===== config.mk =====
export PLATFORM = sky130hd
export DESIGN_NAME = fetch_path
export DESIGN_NICKNAME = d
export VERILOG_FILES = /design/src/rtl/fetch_pkg.sv /design/src/rtl/if_id_reg.sv /design/src/rtl/fetch_path.sv
export SDC_FILE = /design/constraint.sdc
export NUM_CORES = 1
export LEC_CHECK = 0
export ABC_AREA = 0
export CORE_UTILIZATION = 43
export CTS_CLUSTER_DIAMETER = 100
export DETAILED_ROUTE_END_ITERATION = 10
export GPL_TIMING_DRIVEN = 0
export PLACE_DENSITY = 0.7
export SYNTH_ARGS = -nofsm -noshare
export SYNTH_HDL_FRONTEND = slang
export SYNTH_SLANG_ARGS = --single-unit

===== constraint.sdc =====
create_clock -name clk -period 3.4 [get_ports clk]
set_input_delay 0.34 -clock clk [delete_from_list [all_inputs] [get_ports clk]]
set_output_delay 0.34 -clock clk [all_outputs]
set_load 0.02 [all_outputs]

===== src/rtl/fetch_pkg.sv =====
`default_nettype none
// ============================================================================
// Module   : fetch_pkg
// Purpose  : Shared types and constants for the fetch stage and IF/ID register.
// Revision : 1.0 - initial release
// ============================================================================
package fetch_pkg;

   localparam int unsigned XLEN = 32;

   // sll $0,$0,0 -- architecturally a no-op, used as the bubble encoding
   localparam logic [XLEN-1:0] NOP_INST_DEFAULT = 32'h0000_0000;

   typedef enum logic [2:0] {
      BOOT  = 3'd0,
      FETCH = 3'd1,
      WAIT  = 3'd2,
      DROP  = 3'd3,
      HOLD  = 3'd4
   } fetch_state_t;

endpackage : fetch_pkg
`default_nettype wire


===== src/rtl/if_id_reg.sv =====
`default_nettype none
// ============================================================================
// Module   : if_id_reg
// Purpose  : IF/ID pipeline register with hold > load > bubble priority.
// Revision : 1.0 - initial release
// ============================================================================
module if_id_reg
   import fetch_pkg::*;
#(
   parameter logic [XLEN-1:0] NOP_INST = NOP_INST_DEFAULT
) (
   input  logic            clk,
   input  logic            reset_n,
   input  logic            hold_i,
   input  logic            load_i,
   input  logic            bubble_i,
   input  logic [XLEN-1:0] inst_i,
   input  logic [XLEN-1:0] pc_plus4_i,
   output logic [XLEN-1:0] inst_o,
   output logic [XLEN-1:0] pc_plus4_o,
   output logic            valid_o
);

   logic [XLEN-1:0] inst_q, inst_d;
   logic [XLEN-1:0] pc_plus4_q, pc_plus4_d;
   logic            valid_q, valid_d;

   always_comb begin
      inst_d     = inst_q;
      pc_plus4_d = pc_plus4_q;
      valid_d    = valid_q;
      if (!hold_i) begin
         if (load_i) begin
            inst_d     = inst_i;
            pc_plus4_d = pc_plus4_i;
            valid_d    = 1'b1;
         end else if (bubble_i) begin
            // pc_plus4 is left alone so decode keeps a sane branch base
            inst_d  = NOP_INST;
            valid_d = 1'b0;
         end
      end
   end

   always_ff @(posedge clk or negedge reset_n) begin
      if (!reset_n) begin
         inst_q     <= NOP_INST;
         pc_plus4_q <= '0;
         valid_q    <= 1'b0;
      end else begin
         inst_q     <= inst_d;
         pc_plus4_q <= pc_plus4_d;
         valid_q    <= valid_d;
      end
   end

   assign inst_o     = inst_q;
   assign pc_plus4_o = pc_plus4_q;
   assign valid_o    = valid_q;

endmodule : if_id_reg
`default_nettype wire


===== src/rtl/fetch_path.sv =====
`default_nettype none
// ============================================================================
// Module   : fetch_path
// Purpose  : Fetch stage (PC, stall-tolerant imem requests) plus IF/ID register.
//            Define FETCH_PERF_CNT_EN to add fetch_cnt/bubble_cnt counters.
// Revision : 1.0 - initial release
// ============================================================================
module fetch_path
   import fetch_pkg::*;
#(
   parameter logic [XLEN-1:0] RESET_VECTOR = 32'h0000_0000,
   parameter logic [XLEN-1:0] NOP_INST     = NOP_INST_DEFAULT
) (
   input  logic            clk,
   input  logic            reset_n,
   input  logic            stall_F,
   input  logic            stall_D,
   input  logic            pc_src_D,
   input  logic [XLEN-1:0] pc_br_D,
   input  logic            jump_D,
   input  logic [XLEN-1:0] pc_jump_D,
   output logic            imem_req,
   output logic [XLEN-1:0] imem_addr,
   input  logic            imem_ready,
   input  logic [XLEN-1:0] imem_rdata,
   output logic [XLEN-1:0] inst_D,
   output logic [XLEN-1:0] pc_plus4_D,
   output logic            valid_D
`ifdef FETCH_PERF_CNT_EN
   ,
   output logic [XLEN-1:0] fetch_cnt,
   output logic [XLEN-1:0] bubble_cnt
`endif
);

   fetch_state_t    state_q, state_d;
   logic [XLEN-1:0] pc_q, pc_d;
   logic [XLEN-1:0] addr_q, addr_d;
   logic [XLEN-1:0] skid_q, skid_d;

   logic            redirect_w;
   logic [XLEN-1:0] target_w;
   logic [XLEN-1:0] addr_plus4_w;
   logic            load_w;
   logic            bubble_w;
   logic            from_skid_w;
   logic [XLEN-1:0] load_inst_w;

   assign redirect_w   = (pc_src_D | jump_D) & ~stall_D;
   assign target_w     = pc_src_D ? pc_br_D : pc_jump_D;
   assign addr_plus4_w = addr_q + XLEN'(4);

   always_comb begin
      state_d     = state_q;
      pc_d        = pc_q;
      skid_d      = skid_q;
      imem_req    = 1'b0;
      load_w      = 1'b0;
      bubble_w    = 1'b0;
      from_skid_w = 1'b0;

      case (state_q)
         BOOT: begin
            state_d = FETCH;
         end

         FETCH: begin
            imem_req = ~stall_F;
            if (redirect_w) begin
               pc_d     = target_w;
               bubble_w = 1'b1;
               if (imem_req && !imem_ready) begin
                  state_d = DROP;
               end
            end else if (imem_req && imem_ready) begin
               if (!stall_D) begin
                  load_w = 1'b1;
                  pc_d   = addr_plus4_w;
               end else begin
                  // decode is stalled: park the word rather than lose it
                  skid_d  = imem_rdata;
                  state_d = HOLD;
               end
            end else if (imem_req) begin
               state_d  = WAIT;
               bubble_w = ~stall_D;
            end else begin
               bubble_w = ~stall_D;
            end
         end

         WAIT: begin
            imem_req = 1'b1;
            if (redirect_w) begin
               pc_d     = target_w;
               bubble_w = 1'b1;
               state_d  = imem_ready ? FETCH : DROP;
            end else if (imem_ready) begin
               if (!stall_D) begin
                  load_w  = 1'b1;
                  pc_d    = addr_plus4_w;
                  state_d = FETCH;
               end else begin
                  skid_d  = imem_rdata;
                  state_d = HOLD;
               end
            end else begin
               bubble_w = ~stall_D;
            end
         end

         DROP: begin
            // wrong-path request must still complete before the new one starts
            imem_req = 1'b1;
            bubble_w = ~stall_D;
            if (redirect_w) begin
               pc_d = target_w;
            end
            if (imem_ready) begin
               state_d = FETCH;
            end
         end

         HOLD: begin
            if (redirect_w) begin
               pc_d     = target_w;
               bubble_w = 1'b1;
               state_d  = FETCH;
            end else if (!stall_D) begin
               load_w      = 1'b1;
               from_skid_w = 1'b1;
               pc_d        = addr_plus4_w;
               state_d     = FETCH;
            end
         end

         default: begin
            state_d = BOOT;
         end
      endcase

      // A fresh request always launches from the post-redirect PC
      addr_d = (state_d == FETCH) ? pc_d : addr_q;
   end

   always_ff @(posedge clk or negedge reset_n) begin
      if (!reset_n) begin
         state_q <= BOOT;
         pc_q    <= RESET_VECTOR;
         addr_q  <= RESET_VECTOR;
         skid_q  <= NOP_INST;
      end else begin
         state_q <= state_d;
         pc_q    <= pc_d;
         addr_q  <= addr_d;
         skid_q  <= skid_d;
      end
   end

   assign imem_addr   = addr_q;
   assign load_inst_w = from_skid_w ? skid_q : imem_rdata;

   if_id_reg #(
      .NOP_INST (NOP_INST)
   ) u_if_id_reg (
      .clk        (clk),
      .reset_n    (reset_n),
      .hold_i     (stall_D),
      .load_i     (load_w),
      .bubble_i   (bubble_w),
      .inst_i     (load_inst_w),
      .pc_plus4_i (addr_plus4_w),
      .inst_o     (inst_D),
      .pc_plus4_o (pc_plus4_D),
      .valid_o    (valid_D)
   );

`ifdef FETCH_PERF_CNT_EN
   logic [XLEN-1:0] fetch_cnt_q;
   logic [XLEN-1:0] bubble_cnt_q;

   // Strobes are already gated by stall_D, so they match real IF/ID writes
   always_ff @(posedge clk or negedge reset_n) begin
      if (!reset_n) begin
         fetch_cnt_q  <= '0;
         bubble_cnt_q <= '0;
      end else begin
         if (load_w) begin
            fetch_cnt_q <= fetch_cnt_q + XLEN'(1);
         end
         if (bubble_w && !load_w) begin
            bubble_cnt_q <= bubble_cnt_q + XLEN'(1);
         end
      end
   end

   assign fetch_cnt  = fetch_cnt_q;
   assign bubble_cnt = bubble_cnt_q;
`endif

endmodule : fetch_path
`default_nettype wire


==> results of run 1 <==
-- power breakdown --
part	switching [mW]	total (mW)	internal [mW]	leakage, nW
combinational	1.95	3.56	1.61	2.69
sequential	0.653	3.30	2.65	2.01
clock	0.877	1.98	1.11	0.283
-- layout make-up --
type	count	area, sq um
flip-flops and latches	164	4100
repair buffers	201	2030
fillers	1810	8370
well taps	270	338
clock inverters	14	169
clock buffers	18	429
plain buffers	67	273
inverters	15	56.3
multi-input cells	704	4400
-- worst register-to-register path, delay by kind of cell (launching register included) --
| kind | cells | cell delay, ns |
|---|---|---|
| buffers and inverters | 5 | 1.82 |
| DFF | 1 | 0.40 |
| and+or+nand+nor | 1 | 0.13 |
| AOI/OAI and AO/OA | 3 | 0.69 |
-- path summary, 6_finish.rpt --
check,endpoint,slack [ns]
min in group clk,u_if_id_reg.pc_plus4_o[21],0.48
max,imem_addr[14],0.23
min reg2reg,u_if_id_reg.pc_plus4_o[21],0.48
min,u_if_id_reg.inst_o[24],0.41
max reg2reg,imem_addr[14],0.23
max in group asynchronous,imem_addr[18],2.07
-- stage by stage --
step	power [mW]	utilization	cell area, sq um
floorplan	5.20	-	8830
global route	9.26	0.585	11800
finish	8.84	0.585	11800
CTS	8.80	0.585	11800
global placement	6.72	0.553	11200
detailed placement	6.81	0.555	11200
-- layout by cell type (no fill, tap or decap), types with 5 or more instances in the layout --
cell and n:
nor2_1 48, clkbuf_1 48, nand2_1 163, inv_1 14, xnor2_1 8, a211oi_1 9, buf_1 7, a21oi_1 35
xor2_1 16, nand4_1 11, or3_1 7, mux2i_1 39, and2_1 6, o22ai_1 17, a21o_1 6, nor4_1 8
o22a_1 5, o311a_1 5, clkbuf_16 17, or4_1 8, nor3_1 8, o31ai_1 13, and3_1 11, dfrtp_1 164
mux2_2 43, a31oi_1 13, or3b_2 9, buf_2 10, nor2b_1 6, o211ai_1 8, clkdlybuf4s50_1 198, o21ai_0 83
o21a_1 12, nand3_1 29, nand2b_1 18
-- state kept, by name (all words and copies together) (netlist names) --
name and count:
pc_q 32, u_if_id_reg.valid_o 1, u_if_id_reg.inst_o 32, state_q 3, imem_addr 32, u_if_id_reg.pc_plus4_o 32, skid_q 32
-- kinds of logic (layout without fill, tap and decap cells) --
| kind of cell | Yosys count | count (layout) | synth area share |
|---|---|---|---|
| simple gates | 349 | 349 | 0.192 |
| compound gates | 248 | 248 | 0.182 |
| flops | 164 | 164 | 0.465 |
| mux | 82 | 82 | 0.0990 |
| buf+inv | 82 | 315 | 0.0371 |
| xor+xnor | 24 | 24 | 0.0238 |
| fa+ha+maj | 1 | 1 | 0.00142 |
-- what timing repair did --
action,in CTS,in global routing
hold buffers,1,0
endpoints found under the hold margin,49,0
gates resized for setup,0,1
endpoints found under the setup margin,0,3
-- layer usage --
layer	share of wire	vias to the layer above	wire, um	global-route usage
met4	0.030	0	904	0.106
met1	0.43	4152	12900	0.393
met3	0.084	74	2540	0.0651
li1	-	3892	-	-
met5	0	-	0	0
met2	0.46	450	13900	0.454
==> flow_summary_export.csv, run 1 <==
group,metric,value,unit
timing,clock_skew,0.00843,ns
run,max_cap_violations,0,
route,vias,8568,
setup_path,crit_type,"reg2reg",
timing,max_freq,0.316,GHz
cts,cts_sinks,164,
setup_path,slowest_delay,0.64,ns
cts,clkTransAtPathRegs,0.07,ns
setup_path,r2r-start,"state_q[1]",
place,numPortBuffers,199,
timing,maxSlewHeadroom,0.150,
cts,htree_num_levels,4,
global_routing,grt_pass1_vias,8211,
setup_path,crit_fanout,10,
floorplan,ios,201,
setup_path,worst-path-buf-inv,5,
cts,clockBufferDepth,2,
timing,fin_crit,3.17,ns
setup_path,startpoint,"state_q[1]",
setup_path,cp_common_cell,"buf_2",
logic_synthesis,netlist_top_cells_count,"dfrtp_1, nand2_1, o21ai_0",
cells_and_area,final_layout_size_suffix_gt1_frac,0.0930,
cells_and_area,layout-area-overhead-vs-synth,33.7,%
route,wire_per_inst,20.8,um
logic_synthesis,synth_cells,950,
setup_path,end_kind,"flop",
setup_path,reg2reg_depth,9,
setup_path,setup.worst_path.start_class,"flop",
timing,rsz0062_at_grt,"false",
route,avgViaCountPerCell,5.90,
timing,slew_violations,0,
logic_synthesis,yosysTopAreaCellShare,0.465,
setup_path,cp.required,3.71,ns
cts,root_buffer,"clkbuf_16",
min_path,min_path_type,"in2async",
timing,hold_viol,0,
cells_and_area,n_antenna_cell,0,
global_routing,grt_pass1_wl,46700,um
logic_synthesis,synth.most_common_cell,"dfrtp_1",
floorplan,die_x,145,um
timing,setup_tns,0,ns
cells_and_area,final_nets,1274,
run_status,run_status,"complete, no violations",
route,finalWirelength,30300,um
logic_synthesis,ys.flop_type,"dfrtp_1",
logic_synthesis,ys_top_cells_by_area,"dfrtp_1, nand2_1, mux2_2",
cts,cts_buffers,17,
route,ant_nets,0,
cts,cts_setup_buffers,0,
setup_path,cp_top_family,"buffers and inverters",
logic_synthesis,yosys.area.top_type,"dfrtp_1",
floorplan,coreArea,20200,sq um
floorplan,dieArea,21100,sq um
setup_path,crit_path_cell_trace,"buf_2, buf_2, inv_1, a211oi_1, a21o_1, clkbuf_1, buf_1, nand2_1, o41ai_1",
setup_path,crit_arrival,3.47,ns
global_routing,grt_start_max_net_pins,116,
timing,worst_pin_slew,1.26,ns
logic_synthesis,ys_seq_elements,164,
timing,setup_violations,0,
floorplan,die_h,145,um
global_routing,grt-ovfl-total,0,
route,drc,0,
place,placedCellCount,1420,
cts,tritoncts,"yes",
floorplan,start_util,0.438,
pwr,p_leak,4.99,nW
setup_path,critical_path_cell_count,9,
place,gp_congestion,0.945,
place,pre_cts_slack,-0.0157,ns
timing,period_share,0.931,
route,first_pass_iters,8,
pwr,pwr_density_cell,749,nW/um^2
logic_synthesis,ys_async_sr_fraction,1.00,
logic_synthesis,ys_seq_area_frac,0.465,
floorplan,num_rows,52,
logic_synthesis,synth_edf_count,0,
logic_synthesis,synth_cell_type_count,72,
pwr,ir_worst_vdd,0.479,mV
logic_synthesis,syn_avg_cell_area,9.30,sq um
cells_and_area,finalNonFillerCells,1453,
logic_synthesis,mappedNetlistArea,8830,sq um
global_routing,antenna_found_initial,0,
cts,worstSkewPairLatency,0.43,ns
timing,whs,0.405,ns
timing,finalWorstSetupSlack,0.233,ns
global_routing,grt_usage,0.289,
logic_synthesis,syn_nets,1054,
route,drtIter0Drc,790,
setup_path,cp_slowest_cell,"buf_1",
place,dp_hpwl,22200,um
logic_synthesis,ys_warn_count,0,
Power figures use the tool's default switching activity.
==> run 2: changes to the inputs <==
--- a/config.mk
+++ b/config.mk
@@ -11,6 +11,7 @@
 export DETAILED_ROUTE_END_ITERATION = 10
 export GPL_TIMING_DRIVEN = 0
 export PLACE_DENSITY = 0.7
+export SLEW_MARGIN = 20
 export SYNTH_ARGS = -nofsm -noshare
 export SYNTH_HDL_FRONTEND = slang
 export SYNTH_SLANG_ARGS = --single-unit
==> flow_summary_export.csv, run 2 (same netlist as run 1, synthesis figures left out) <==
group,metric,value,unit
cells_and_area,layout_common_cells,"clkdlybuf4s50_1, dfrtp_1, nand2_1",
timing,finalWorstSetupSlack,0.217,ns
place,gp_congestion,0.945,
pwr,power_switching,3.49,mW
cells_and_area,final_common_cell,"clkdlybuf4s50_1",
global_routing,met3_usage,0.0575,
timing,hold_viol,0,
cts,cts_sinks,164,
floorplan,die_x,145,um
cells_and_area,final_util,0.584,
place,dp_hpwl,22300,um
floorplan,ios,201,
place,postPlaceCellArea,11200,sq um
global_routing,grt-ovfl-total,0,
cts,root_buffer,"clkbuf_16",
route,finalWirelength,30300,um
floorplan,die_h,145,um
route,vias,8446,
place,numPortBuffers,199,
route,ant_nets,0,
cts,clkTransAtPathRegs,0.07,ns
floorplan,num_rows,52,
cts,cts_buffers,17,
run,max_cap_violations,0,
timing,setup_tns,0,ns
setup_path,cp.required,3.72,ns
timing,whs,0.262,ns
global_routing,grt-busiest-layer,"met2",
setup_path,end_kind,"flop",
cts,cts_resized,0,
cts,tritoncts,"yes",
pwr,ir_worst_vdd,0.445,mV
route,wire_per_inst,20.8,um
pwr,p_clk_frac,0.213,
timing,setup_violations,0,
route,avgViaCountPerCell,5.81,
route,first_pass_iters,5,
global_routing,grt_usage,0.288,
pwr,combPwrFrac,0.408,
global_routing,grt_pass1_vias,8179,
cells_and_area,final_layout_size_suffix_gt1_frac,0.0929,
route,drtIter0Drc,877,
floorplan,dieArea,21100,sq um
timing,max_freq,0.314,GHz
cells_and_area,final_nets,1275,
timing,period_share,0.936,
setup_path,crit_type,"reg2reg",
global_routing,antenna_found_initial,0,
setup_path,setup.worst_path.start_class,"flop",
cells_and_area,n_antenna_cell,0,
setup_path,crit_fanout,10,
pwr,seq_power_share,0.379,
route,drc,0,
global_routing,gr-usage-met2,0.451,
global_routing,grt_pass1_wl,46300,um
min_path,min_path_type,"in2async",
floorplan,start_util,0.438,
floorplan,coreArea,20200,sq um
cts,clockBufferDepth,2,
run_status,run_status,"complete, no violations",
place,pre_cts_slack,-0.00490,ns
pwr,pwr_density_cell,740,nW/um^2
pwr,sw_frac_of_total,0.401,
pwr,p_leak,4.98,nW
timing,slew_violations,0,
global_routing,use_met1,0.388,
global_routing,grt_start_max_net_pins,93,
cts,cts_setup_buffers,0,
cts,htree_num_levels,4,
timing,fin_crit,3.18,ns
timing,rsz0062_at_grt,"false",
cts,worstSkewPairLatency,0.44,ns
pwr,p_int,5.22,mW
cells_and_area,final_area,11800,sq um
timing,clock_skew,0.0110,ns
timing,worst_pin_slew,1.16,ns
cells_and_area,layout-area-overhead-vs-synth,33.4,%
setup_path,crit_arrival,3.50,ns
timing,maxSlewHeadroom,0.218,
## run 2: path summary, 6_finish.rpt
kind                                      startpoint                         to  slack (ns)  cells past startpoint
setup / recovery                          state_q[1]              imem_addr[27]        0.22                      9
hold / removal                               reset_n     u_if_id_reg.inst_o[22]        0.26                      2
setup reg to reg                          state_q[1]              imem_addr[27]        0.22                      9
hold reg to reg            u_if_id_reg.pc_plus4_o[3]  u_if_id_reg.pc_plus4_o[3]        0.47                      2
max in group asynchronous                    reset_n              imem_addr[22]        2.15                      4
min in group clk           u_if_id_reg.pc_plus4_o[3]  u_if_id_reg.pc_plus4_o[3]        0.47                      2
## run 2: power by group through the flow
stage | Sequential [mW] | Clock (mW) | Combinational, mW
final | 3.30 | 1.86 | 3.56
after CTS | 3.28 | 1.87 | 3.53
after floorplan | 3.59 | 0 | 1.61
after global placement | 3.28 | 0 | 3.44
after detailed placement | 3.30 | 0 | 3.51
after global routing | 3.39 | 1.94 | 3.79
## run 2: stage by stage
step / total power, mW / instances
floorplan: 5.20 / 950
global placement: 6.72 / 1419
detailed placement: 6.81 / 1421
CTS: 8.68 / 1454
global route: 9.12 / 1454
finish: 8.71 / 1454
## run 2: cell type report
class | instances | area, sq um
clock buffer | 18 | 429
multi-input combinational | 704 | 4400
fill | 1801 | 8390
buffer | 67 | 272
timing repair buffer | 202 | 2060
tap | 270 | 338
sequential | 164 | 4100
clock inverter | 14 | 118
inverter | 15 | 56.3
## run 2: repair_timing
| item | 4_1_cts | 5_1_grt |
|---|---|---|
| endpoints found under the hold margin | 96 | 0 |
| hold buffers | 1 | 0 |
| endpoints found under the setup margin | 0 | 0 |
## run 2: per-layer routing
layer | part of all wire | up-vias
li1 | - | 3881
met1 | 0.42 | 4067
met2 | 0.46 | 426
met3 | 0.090 | 72
met4 | 0.033 | 0
met5 | 0 | -
## run 2: worst max-delay path, stage by stage (launching register included)
cell,delay [ns]
dfrtp_1,0.42
buf_2,0.19
o21ai_0,0.41
nand3_1,0.21
nor2_1,0.23
clkbuf_1,0.40
buf_1,0.64
nand2_1,0.12
o221a_2,0.17
mux2_2,0.26
==> run 3: changes to the inputs <==
--- a/config.mk
+++ b/config.mk
@@ -7,11 +7,12 @@
 export LEC_CHECK = 0
 export ABC_AREA = 0
 export CORE_UTILIZATION = 43
-export CTS_CLUSTER_DIAMETER = 100
+export CTS_CLUSTER_DIAMETER = 120
 export DETAILED_ROUTE_END_ITERATION = 10
 export GPL_TIMING_DRIVEN = 0
 export PLACE_DENSITY = 0.7
 export SLEW_MARGIN = 20
 export SYNTH_ARGS = -nofsm -noshare
 export SYNTH_HDL_FRONTEND = slang
+export SYNTH_HIERARCHICAL = 1
 export SYNTH_SLANG_ARGS = --single-unit
==> flow_summary_export.csv, run 3 <==
group,metric,value,unit
run_status,run_status,"complete, no violations",
route,vias,8062,
pwr,total_power,10.9,mW
pwr,p_int,6.40,mW
route,ant_nets,0,
setup_path,r2r_setup_slack,0.28,ns
timing,clock_skew,0.0126,ns
setup_path,setup.worst_path.start_class,"input pin",
logic_synthesis,ys_seq_area_frac,0.456,
setup_path,cp_top_family,"buffers and inverters",
route,drtIter0Drc,625,
floorplan,die_x,147,um
pwr,p_clk_frac,0.183,
logic_synthesis,netlist_top_cells_count,"dfrtp_1, mux2_2, nand2_1",
cts,worstSkewPairLatency,0.43,ns
route,first_pass_iters,5,
min_path,min_path_type,"in2async",
logic_synthesis,synth-simple-area-share,0.139,
place,numPortBuffers,199,
cts,clockBufferDepth,2,
logic_synthesis,yosysTopAreaCellShare,0.456,
logic_synthesis,synth.most_common_cell,"dfrtp_1",
setup_path,worst-path-buf-inv,4,
logic_synthesis,ys_warn_count,6,
floorplan,start_util,0.442,
logic_synthesis,synth-compound-area-share,0.186,
setup_path,crit_type,"in2reg",
logic_synthesis,ys_async_sr_fraction,1.00,
place,dp_hpwl,21700,um
setup_path,cp_common_cell,"nor3_1",
logic_synthesis,ys_top_cells_by_area,"dfrtp_1, mux2_2, a22o_1",
cells_and_area,nFillCells,1810,
run,max_cap_violations,0,
global_routing,grt-ovfl-total,0,
pwr,combPwrFrac,0.488,
place,postPlaceCellArea,11400,sq um
place,gp_congestion,0.969,
timing,max_freq,0.307,GHz
setup_path,crit_path_cell_trace,"clkdlybuf4s50_1, clkbuf_1, o21bai_1, nor3_1, buf_2, buf_1, nor3_1, o31ai_1",
logic_synthesis,syn_avg_cell_area,10.4,sq um
cells_and_area,final_util,0.590,
place,placedCellCount,1334,
pwr,power_switching,4.52,mW
timing,setup_tns,0,ns
timing,setup_violations,0,
cells_and_area,layout_common_cells,"clkdlybuf4s50_1, dfrtp_1, mux2_2",
timing,whs,0.379,ns
floorplan,ios,201,
timing,maxSlewHeadroom,0.315,
route,wire_per_inst,21.8,um
timing,hold_viol,0,
cells_and_area,final_layout_size_suffix_gt1_frac,0.170,
floorplan,die_h,147,um
logic_synthesis,synth_edf_count,0,
global_routing,grt_start_max_net_pins,69,
route,drc,0,
cells_and_area,final_nets,1188,
timing,period_share,0.957,
setup_path,crit_arrival,3.58,ns
setup_path,cp_slowest_cell,"buf_1",
floorplan,dieArea,21500,sq um
cts,cts_sinks,164,
cells_and_area,n_antenna_cell,0,
setup_path,end_kind,"flop",
pwr,p_leak,5.01,nW
floorplan,coreArea,20400,sq um
timing,fin_crit,3.25,ns
route,finalWirelength,29800,um
cts,cts_buffers,17,
setup_path,crit_fanout,10,
logic_synthesis,yosys.area.top_type,"dfrtp_1",
pwr,pwr_density_cell,909,nW/um^2
cts,tritoncts,"yes",
floorplan,num_rows,52,
cts,clkTransAtPathRegs,0.07,ns
place,pre_cts_slack,-0.143,ns
route,avgViaCountPerCell,5.90,
cells_and_area,finalNonFillerCells,1366,
global_routing,grt_pass1_vias,7781,
cells_and_area,final_area,12000,sq um
logic_synthesis,syn_nets,968,
cells_and_area,layout-area-overhead-vs-synth,33.4,%
logic_synthesis,synth_cells,863,
cts,htree_num_levels,4,
logic_synthesis,ys.flop_type,"dfrtp_1",
pwr,ir_worst_vdd,0.460,mV
logic_synthesis,synth_mux_area_frac,0.156,
logic_synthesis,ys_seq_elements,164,
cells_and_area,final_common_cell,"clkdlybuf4s50_1",
logic_synthesis,synth_top_family_by_area,"compound AO/OA/AOI/OAI gates",
setup_path,cp.required,3.72,ns
timing,finalWorstSetupSlack,0.145,ns
timing,worst_pin_slew,1.02,ns
logic_synthesis,synth_cell_type_count,72,
logic_synthesis,synth_xor_area_frac,0.0213,
setup_path,slowest_delay,0.69,ns
logic_synthesis,mappedNetlistArea,9010,sq um
pwr,seq_power_share,0.330,
global_routing,grt_pass1_wl,45700,um
cells_and_area,multi_input_area,4560,sq um
timing,rsz0062_at_grt,"false",
global_routing,grt_usage,0.280,
timing,slew_violations,0,
global_routing,antenna_found_initial,0,
logic_synthesis,synthAdderAreaFrac,0.00278,
cells_and_area,seqCellArea,4100,sq um
pwr,sw_frac_of_total,0.414,
cts,root_buffer,"clkbuf_16",
run 3: cell types whose count changed in the layout (fill, tap and decap cells not counted), moves of 8 or more:
| cell | before | now |
|---|---|---|
| a21oi_1 | 35 | 43 |
| xor2_1 | 16 | 7 |
| mux2_2 | 43 | 92 |
| a22o_1 | 1 | 40 |
| nand2_1 | 163 | 58 |
| nor3_1 | 8 | 16 |
| mux2i_1 | 39 | 11 |
| o21ai_0 | 83 | 39 |
| clkbuf_1 | 48 | 27 |
| mux2_4 | 0 | 17 |
| o22ai_1 | 17 | 9 |
run 3: kinds of logic after synthesis:
group           count (synthesis)
simple gates                  240
compound gates                236
flops                         164
mux                           120
buf+inv                        80
xor+xnor                       21
fa+ha+maj                       2
run 3: worst paths after layout:
| path | endpoint | cells past startpoint | startpoint |
|---|---|---|---|
| min in group clk | u_if_id_reg/valid_o | 1 | u_if_id_reg/valid_o |
| max in group asynchronous | skid_q[30] | 4 | reset_n |
| worst min-delay path | u_if_id_reg/pc_plus4_o[6] | 2 | reset_n |
| worst max-delay path | imem_addr[11] | 8 | stall_D |
| worst max register to register | imem_addr[11] | 8 | state_q[1] |
| worst min register to register | u_if_id_reg/valid_o | 1 | u_if_id_reg/valid_o |
run 3: area by class of cell:
| cell class | instances | area share |
|---|---|---|
| Multi-Input combinational cell | 619 | 0.379 |
| Tap cell | 270 | 0.0281 |
| Clock buffer | 18 | 0.0366 |
| Sequential cell | 164 | 0.342 |
| Clock inverter | 14 | 0.0138 |
| Inverter | 21 | 0.00656 |
| Buffer | 58 | 0.0226 |
| Timing Repair Buffer | 202 | 0.172 |
run 3: what timing repair did:
action | 4_1_cts | 5_1_grt
setup endpoints to repair | 0 | 19
hold buffers | 1 | 0
endpoints found under the hold margin | 44 | 0
setup buffers | 0 | 0
gates resized for setup | 0 | 1
run 3: metal layers:
| metal | up-vias | share of wire | global-route usage |
|---|---|---|---|
| li1 | 3661 | - | - |
| met5 | - | 0 | 0 |
| met3 | 41 | 0.076 | 0.0621 |
| met2 | 347 | 0.45 | 0.433 |
| met1 | 4013 | 0.45 | 0.395 |
| met4 | 0 | 0.018 | 0.0786 |
run 3: power by group through the flow:
stage | sequential [mW] | combinational [mW] | clock (mW)
after floorplan | 4.01 | 2.61 | 0
after global placement | 3.59 | 5.15 | 0
after detailed placement | 3.60 | 5.23 | 0
after CTS | 3.58 | 5.26 | 2.02
after global routing | 3.72 | 5.68 | 2.09
final | 3.60 | 5.32 | 1.99
